**config.mk**
```make
export PLATFORM = sky130hd
export DESIGN_NAME = mem_wb_stage
export DESIGN_NICKNAME = d
export VERILOG_FILES = /design/src/rtl/mem_wb_stage.sv
export SDC_FILE = /design/constraint.sdc
export NUM_CORES = 1
export LEC_CHECK = 0
export CAP_MARGIN = 20
export CORE_MARGIN = 2
export CORE_UTILIZATION = 47
export CTS_CLUSTER_SIZE = 12
export DETAILED_ROUTE_END_ITERATION = 10
export GPL_ROUTABILITY_DRIVEN = 0
export PLACE_DENSITY_LB_ADDON = 0.25
export SYNTH_ARGS = -nofsm -noshare
export SYNTH_HDL_FRONTEND = slang
export SYNTH_SLANG_ARGS = --single-unit
```
**constraint.sdc**
```tcl
create_clock -name clk -period 6.05 [get_ports clk]
set_clock_uncertainty 0.05 [all_clocks]
set_input_delay 0.605 -clock clk [delete_from_list [all_inputs] [get_ports clk]]
set_output_delay 0.605 -clock clk [all_outputs]
set_load 0.02 [all_outputs]
```
**src/rtl/mem_wb_stage.sv**
```systemverilog
// rtl/mem_wb_stage.sv - memory access and writeback stage of the 3-stage RV32I pipeline
//
// Registers the execute-stage result and control, drives the data-memory port
// for loads/stores, extracts load data and produces the register-file write.
// Ports:
//   clk, rst_n                     clock, asynchronous active-low reset
//   ex_*                           instruction arriving from execute
//   stall                          freezes fetch/execute while a load is waiting
//   dmem_req/we/addr/wdata/be      data-memory request (one strobe per access)
//   dmem_rvalid/rdata              data-memory load response
//   rf_we/waddr/wdata              register-file write (also the forwarding source)
//   misalign_exc, bus_err          one-cycle exception pulses
module mem_wb_stage #(
  parameter int TIMEOUT_CYC = 16,
  parameter int DATA_W      = 32
) (
  input  logic              clk,
  input  logic              rst_n,
  input  logic              ex_valid,
  input  logic [DATA_W-1:0] ex_alu_result,
  input  logic [DATA_W-1:0] ex_store_data,
  input  logic [4:0]        ex_rd,
  input  logic              ex_reg_we,
  input  logic              ex_mem_rd,
  input  logic              ex_mem_wr,
  input  logic [2:0]        ex_funct3,
  input  logic              ex_flush,
  output logic              stall,
  output logic              dmem_req,
  output logic              dmem_we,
  output logic [DATA_W-1:0] dmem_addr,
  output logic [DATA_W-1:0] dmem_wdata,
  output logic [3:0]        dmem_be,
  input  logic              dmem_rvalid,
  input  logic [DATA_W-1:0] dmem_rdata,
  output logic              rf_we,
  output logic [4:0]        rf_waddr,
  output logic [DATA_W-1:0] rf_wdata,
  output logic              misalign_exc,
  output logic              bus_err
);

  typedef enum logic {RUN, LOAD_WAIT} state_t;

  state_t            state;
  logic [7:0]        cnt;
  logic              valid_q, we_q, mem_rd_q, mem_wr_q;
  logic [DATA_W-1:0] alu_q, sdata_q;
  logic [4:0]        rd_q;
  logic [2:0]        f3_q;

  logic [1:0]        a;
  logic              mem_acc, misaligned, issue, ld_issue, in_wait, ld_done, timeout_hit;
  logic              wb_en;
  logic [7:0]        ld_byte;
  logic [15:0]       ld_half;
  logic [DATA_W-1:0] ld_data;

  assign a = alu_q[1:0];

  always_comb begin
    mem_acc     = valid_q & (mem_rd_q | mem_wr_q);
    misaligned  = ((f3_q[1:0] == 2'b01) & a[0]) | ((f3_q[1:0] == 2'b10) & (a != 2'b00));
    issue       = (state == RUN) & mem_acc & ~misaligned;
    ld_issue    = issue & mem_rd_q;
    in_wait     = (state == LOAD_WAIT);
    ld_done     = (ld_issue | in_wait) & dmem_rvalid;
    timeout_hit = in_wait & ~dmem_rvalid & (cnt == 8'(TIMEOUT_CYC - 1));
    // A load that has not completed this cycle holds the upstream stages.
    stall       = (ld_issue & ~dmem_rvalid) | (in_wait & ~dmem_rvalid & ~timeout_hit);
  end

  always_comb begin
    case (a)
      2'd0:    ld_byte = dmem_rdata[7:0];
      2'd1:    ld_byte = dmem_rdata[15:8];
      2'd2:    ld_byte = dmem_rdata[23:16];
      default: ld_byte = dmem_rdata[31:24];
    endcase
    ld_half = a[1] ? dmem_rdata[31:16] : dmem_rdata[15:0];
    case (f3_q)
      3'b000:  ld_data = {{24{ld_byte[7]}}, ld_byte};
      3'b001:  ld_data = {{16{ld_half[15]}}, ld_half};
      3'b100:  ld_data = {24'd0, ld_byte};
      3'b101:  ld_data = {16'd0, ld_half};
      default: ld_data = dmem_rdata;
    endcase
  end

  always_comb begin
    dmem_req   = issue;
    dmem_we    = issue & mem_wr_q;
    dmem_addr  = issue ? {alu_q[DATA_W-1:2], 2'b00} : '0;
    dmem_be    = 4'b0000;
    dmem_wdata = '0;
    if (issue && mem_wr_q) begin
      case (f3_q[1:0])
        2'b00: begin
          dmem_be    = 4'b0001 << a;
          dmem_wdata = {4{sdata_q[7:0]}};
        end
        2'b01: begin
          dmem_be    = a[1] ? 4'b1100 : 4'b0011;
          dmem_wdata = {2{sdata_q[15:0]}};
        end
        default: begin
          dmem_be    = 4'b1111;
          dmem_wdata = sdata_q;
        end
      endcase
    end else if (issue) begin
      dmem_be = 4'b1111;
    end

    if (mem_rd_q)
      wb_en = ld_done & we_q & (rd_q != 5'd0);
    else
      wb_en = valid_q & we_q & ~mem_wr_q & (rd_q != 5'd0);
    rf_we    = wb_en;
    rf_waddr = wb_en ? rd_q : 5'd0;
    rf_wdata = wb_en ? (mem_rd_q ? ld_data : alu_q) : '0;

    misalign_exc = (state == RUN) & mem_acc & misaligned;
    bus_err      = timeout_hit;
  end

  always_ff @(posedge clk or negedge rst_n) begin
    if (!rst_n) begin
      valid_q  <= 1'b0;
      alu_q    <= '0;
      sdata_q  <= '0;
      rd_q     <= 5'd0;
      we_q     <= 1'b0;
      mem_rd_q <= 1'b0;
      mem_wr_q <= 1'b0;
      f3_q     <= 3'd0;
      state    <= RUN;
      cnt      <= 8'd0;
    end else begin
      // Flush is only honoured on capture; a held instruction is older than the flushed one.
      if (!stall) begin
        valid_q  <= ex_valid & ~ex_flush;
        alu_q    <= ex_alu_result;
        sdata_q  <= ex_store_data;
        rd_q     <= ex_rd;
        we_q     <= ex_reg_we;
        mem_rd_q <= ex_mem_rd;
        mem_wr_q <= ex_mem_wr;
        f3_q     <= ex_funct3;
      end
      case (state)
        RUN: begin
          cnt <= 8'd0;
          if (ld_issue && !dmem_rvalid) state <= LOAD_WAIT;
        end
        default: begin
          cnt <= cnt + 8'd1;
          if (dmem_rvalid || timeout_hit) begin
            state <= RUN;
            cnt   <= 8'd0;
          end
        end
      endcase
    end
  end

endmodule

```
Word level (Yosys, flattened, before mapping)
Index checks and enable logic that the tools add are counted.
{"block": "totals", "register_bits": 85, "wordCells": 77}
{"block": "op_classes", "n_reduce_logical": 9, "add_sub_neg": 1, "n_shift": 1, "mux": 19, "bitwise": 29, "eq_ne": 8}
{"operator": "$mux 32", "n": 4}
{"operator": "$pmux 32 s4", "n": 1}
{"operator": "$pmux 32 s2", "n": 1}
{"operator": "$pmux 8 s3", "n": 1}
{"operator": "$and 1x1->1", "n": 19}
{"operator": "$mux 16", "n": 1}
{"operator": "$mux 8", "n": 2}
{"operator": "$mux 4", "n": 3}
{"operator": "$add 8x1->8 const B", "n": 1}
{"operator": "$eq 8x4->1 const B", "n": 1}
{"operator": "$pmux 4 s2", "n": 1}
{"operator": "$eq 3x3->1 const B", "n": 2}
{"operator": "$not 1->1", "n": 6}
{"operator": "$mux 5", "n": 1}
{"operator": "$reduce_bool 5->1", "n": 1}
{"operator": "$eq 2x1->1 const B", "n": 2}
{"operator": "$eq 2x2->1 const B", "n": 2}
{"operator": "$logic_not 2->1", "n": 2}
{"operator": "$mux 1", "n": 4}
{"operator": "$or 1x1->1", "n": 4}
{"operator": "$shl 1x2->4 const A", "n": 1}
{"operator": "$eq 3x1->1 const B", "n": 1}
{"operator": "$logic_not 3->1", "n": 1}
{"operator": "$logic_and 1x1->1", "n": 2}
{"operator": "3 further kinds", "n": 3}

Logic depth before layout (Yosys ltp)
{"block": "logic_depth", "ltp_word": 12, "mapped_depth": 8, "mapped_depth_nobuf": 5}

Worst setup path before layout
Ideal clock, no wire load.
{"block": "synth_path", "path_kind": "register to output", "from": "reg alu_q[0]", "to": "out rf_wdata[15]", "n_path_buf": 2, "slack_ps": 3336, "stages_incl_launch_ff": 7, "arrival_time_ps": 2059, "path_cell_list": "dfrtp_1 clkbuf_1 or2_1 a211oi_1 o21ai_0 clkbuf_1 nor4b_1"}
{"block": "synth_via", "elab_chain_len": 12, "word_cells_on_any_way": 19, "classes_between": "eq/ne (2); mux (5); bitwise (10); reduce/logical (2)"}
{"item": "start, declared", "line_no": "48", "rtl": "logic [DATA_W-1:0] alu_q, sdata_q;"}
{"item": "start signal, assigned", "line_no": "143", "rtl": "alu_q <= ex_alu_result;"}
{"item": "$reduce_bool 2->1", "line_no": "63", "rtl": "misaligned = ((f3_q[1:0] == 2'b01) & a[0]) | ((f3_q[1:0] == 2'b10) & (a != 2'b00));"}
{"item": "$and 1x1->1", "line_no": "63"}
{"item": "$or 1x1->1", "line_no": "63"}
{"item": "$not 1->1", "line_no": "64", "rtl": "issue = (state == RUN) & mem_acc & ~misaligned;"}
{"item": "$and 1x1->1", "line_no": "64"}
{"item": "$and 1x1->1", "line_no": "65", "rtl": "ld_issue = issue & mem_rd_q;"}
{"item": "$or 1x1->1", "line_no": "67", "rtl": "ld_done = (ld_issue | in_wait) & dmem_rvalid;"}
{"item": "$and 1x1->1", "line_no": "67"}
{"item": "$and 1x1->1 (2 in series)", "line_no": "116", "rtl": "wb_en = ld_done & we_q & (rd_q != 5'd0);"}
{"item": "$mux 1", "line_no": "115", "rtl": "if (mem_rd_q)"}
{"item": "$mux 32 *", "line_no": "121", "rtl": "rf_wdata = wb_en ? (mem_rd_q ? ld_data : alu_q) : '0;"}
{"item": "end, declared", "line_no": "38", "rtl": "output logic [DATA_W-1:0] rf_wdata,"}
Mark *: on every way between the ends. The rest lies on a longest branch, timed or not.

Worst setup path after layout
{"block": "layout_path", "from": "reg f3_q[1]", "to": "out stall"}
{"block": "layout_via", "elab_chain_len": 8, "word_cells_on_any_way": 10, "classes_between": "eq/ne (2); bitwise (8)"}
{"item": "start, declared", "line_no": "50", "rtl": "logic [2:0] f3_q;"}
{"item": "start signal, assigned", "line_no": "149", "rtl": "f3_q <= ex_funct3;"}
{"item": "$eq 2x1->1 or $eq 2x2->1 (tied branches)", "line_no": "63"}
{"item": "$and 1x1->1", "line_no": "63"}
{"item": "$or 1x1->1 *", "line_no": "63"}
{"item": "$not 1->1 *", "line_no": "64"}
{"item": "$and 1x1->1 *", "line_no": "64"}
{"item": "$and 1x1->1 *", "line_no": "65"}
{"item": "$and 1x1->1 *", "line_no": "70", "rtl": "stall = (ld_issue & ~dmem_rvalid) | (in_wait & ~dmem_rvalid & ~timeout_hit);"}
{"item": "$or 1x1->1 *", "line_no": "70"}
{"item": "end, declared", "line_no": "28", "rtl": "output logic stall,"}
Marked as above.

==> reports/summary.md <==
The run finished, with violations left. The final reports fail on DRC. The tool flagged a number of max-cap violations equal to 0. The net count of the finished layout is 857. The number of pins exceeding their max-slew limit in the final report came out at 0. The routed layout has 5230 vias.

The CTS buffer count is 9, and the proportion of register bits with asynchronous set or reset after synthesis is 100%. The floorplan has 39 rows. After clock tree synthesis, the clock-pin slew on the worst setup and hold paths is 60 ps. The run gives 0 as the final count of hold timing violations. The setup path with the least slack is of type reg2out. In this run, post-CTS repair resized a total of 0 instances. The boundary pin count is 223, and the total power divided by cell area is 218 nW/um2. Based on the critical path, the design can be clocked at up to 230 MHz. The cell type with the largest total area after synthesis is dfrtp_1.

Synthesis handed over a netlist of 555 instances. Buffers added to address setup during post-CTS repair amount to 0. The multi-input combinational cells in the finished layout cover a total of 3010 um2. The measured slew at the worst slew-check pin is 1020 ps, and the CTS H-tree depth is 3.

For this design, the CTS-stage hold fixing added 0 buffers. The number of remaining DRC errors is 2, and the worst relative slew slack is 31.7%. TritonCTS built the clock tree. The tools report the post-route antenna net violation count as 0. The sum of negative setup slack is 0 ps.

The via count of the first global-routing pass was 5142; the area occupied by registers was 2130 um2. The kind of capture point of the worst setup path was a primary output. The number of synthesized register bits works out to 85. Data on the critical path is required at its endpoint by 5390 ps. The clock insertion delay at the later pin of the skew report was 340 ps; the number of warning messages in the yosys log was 0. The die boundary height works out to 112 um. The summed instance area of the synthesized netlist was 5440 um2; the number of buffers between clock root and the deepest sink was 2. The main flop type after synthesis is dfrtp_1. The total die area is 12400 um2, and the growth of design area from synthesis to finish is 46.3%.

The maximum fanout count along the critical path was 55; the number of I/O port buffers was 220. The worst setup path is launched from a flip-flop. For the largest voltage drop on the vdd net, the log shows 0.164 mV. Of the post-synthesis cell area, the dominant cell type holds 39.1%. Entering global routing, the biggest net connects 58 pins. The total area inside the core boundary comes to 11400 um2. The HPWL after detailed placement is 12.4 mm.

The number of synthesized flops with an enable pin is 0, and the leftover overflow at the end of global routing is 0. The number of diodes added for antenna fixing came out at 0. Setup violations remaining at the end of the flow were counted as 0.

For this design, the sink count on the clock tree is 85. For this run, the detailed router's first-pass iteration total came to 11. The sum of routed wire length over all layers was 17.4 mm. Setup repair after global routing left no endpoint under its margin. Data arrives at the worst endpoint at 3690 ps. The fraction of final layout cells sized beyond drive strength 1 is 15.5%, and the post-synthesis cell type count is 51. The logs give 607 for the violation count after the first detailed-routing iteration and 27.1% for the global-route total usage across every layer. The sequential area share after synthesis is 39.1%.

The layout has 878 filler cells. Clock root buffer: clkbuf_16. The shortest clock period the worst path allows after layout is 4350 ps. In this run the mean area of a mapped cell was 9.80 um2. Global-route wire length before repair: 26.8 mm.

By count the netlist is led by dfrtp_1, nor2_1, mux2_2. The number of cells on the worst reg-to-reg path is 6. In this run the static leakage power is 3.23 nW. The tightest min-delay check is of the in2async type.

The average routed wire per standard cell works out to 19.5 um. Sorting the synthesized cells by area gives the leading types as dfrtp_1, mux2_2, mux2_4. The initial utilization of the core area, before any placement, comes to 47.8%.

Using the TritonRoute via totals, the vias-per-cell ratio works out to 5.86. The initial antenna violation count was 0. The most frequent cell after synthesis is dfrtp_1. The floorplan step set the die width to 112 um. The portion of the clock cycle consumed by the worst path in the final layout works out to 71.8%. On the final layout, the worst hold slack is 136 ps.
-- cell families (layout without fill, tap and decap cells) --
logic type,after synthesis,count (layout),share of synthesized area [%]
flops,85,85,39.1
fa+ha+maj,1,1,0.230
other cells,1,2,0.0689
xor+xnor,5,5,0.805
compound gates,85,85,11.1
simple gates,222,222,21.1
mux,96,96,21.7
buf+inv,60,253,5.82
-- routing by layer --
layer / up-vias / part of all wire [%] / track usage (%)
met5: - / 0 / 0
met4: 0 / 3.5 / 11.4
met3: 44 / 8.7 / 5.66
met2: 331 / 48 / 45.4
met1: 2488 / 40 / 34.1
li1: 2367 / - / -
-- layout by cell type, fill, tap and decap left out, types with 8 or more instances in the layout --
master,instances
clkbuf_16,9
and2_1,33
dfrtp_1,84
mux2_2,50
nor3_1,20
mux2_4,29
buf_4,8
nand2_1,33
and3_1,16
and3b_1,8
nor2b_1,15
inv_1,9
nor4_1,13
o21ai_0,16
nor2_1,59
clkdlybuf4s50_1,219
a21oi_1,26
mux2i_1,16
a222oi_1,16
-- critical path: stages (launching register included) --
cell and delay [ps]:
dfrtp_2 990, and3b_1 320, a2111oi_4 340, buf_4 420, a21bo_4 530, clkdlybuf4s50_1 710
-- final timing paths --
kind | slack, ps | end | from
worst max-delay path | 1700 | stall | f3_q[1]$_DFFE_PN0N_
worst min-delay path | 140 | alu_q[10]$_DFFE_PN0N_ | rst_n
worst max register to register | 2110 | alu_q[1]$_DFFE_PN0N_ | f3_q[1]$_DFFE_PN0N_
worst min register to register | 410 | cnt[0]$_DFF_PN0_ | cnt[0]$_DFF_PN0_
max in group asynchronous | 4690 | f3_q[1]$_DFFE_PN0N_ | rst_n
min in group clk | 410 | cnt[0]$_DFF_PN0_ | cnt[0]$_DFF_PN0_
-- flip-flops by register name, summed over array words and instances (netlist names), 3 cells and up --
signal,cells
f3_q,3
rd_q,5
sdata_q,32
cnt,8
alu_q,32
-- power breakdown --
group	total [mW]	leakage (nW)	switching (mW)	internal, mW
sequential	0.663	1.01	0.0532	0.610
clock	0.645	0.170	0.228	0.416
combinational	0.426	2.05	0.199	0.227
total	1.73	3.23	0.480	1.25
-- final cells by class --
class                   instances  area share [%]
well taps                     143            2.25
flip-flops and latches         85            26.7
inverters                      10           0.472
clock buffers                  11            3.05
multi-input cells             411            37.8
repair buffers                227            28.3
clock inverters                 5            1.35
-- per-stage QoR --
| step | std cells | util (%) | setup slack, ps | power, mW | area [um2] |
|---|---|---|---|---|---|
| 2_1_floorplan | 556 | - | 3340 | 0.902 | 5440 |
| 3_3_place_gp | 876 | 66.9 | 2100 | 1.08 | 7610 |
| 3_5_place_dp | 876 | 66.9 | 2050 | 1.09 | 7610 |
| 4_1_cts | 892 | 70.0 | 1660 | 1.74 | 7960 |
| 5_1_grt | 892 | 70.0 | 1490 | 1.80 | 7960 |
| 6_report | 892 | 70.0 | 1700 | 1.73 | 7960 |
Power figures use the tool's default switching activity.
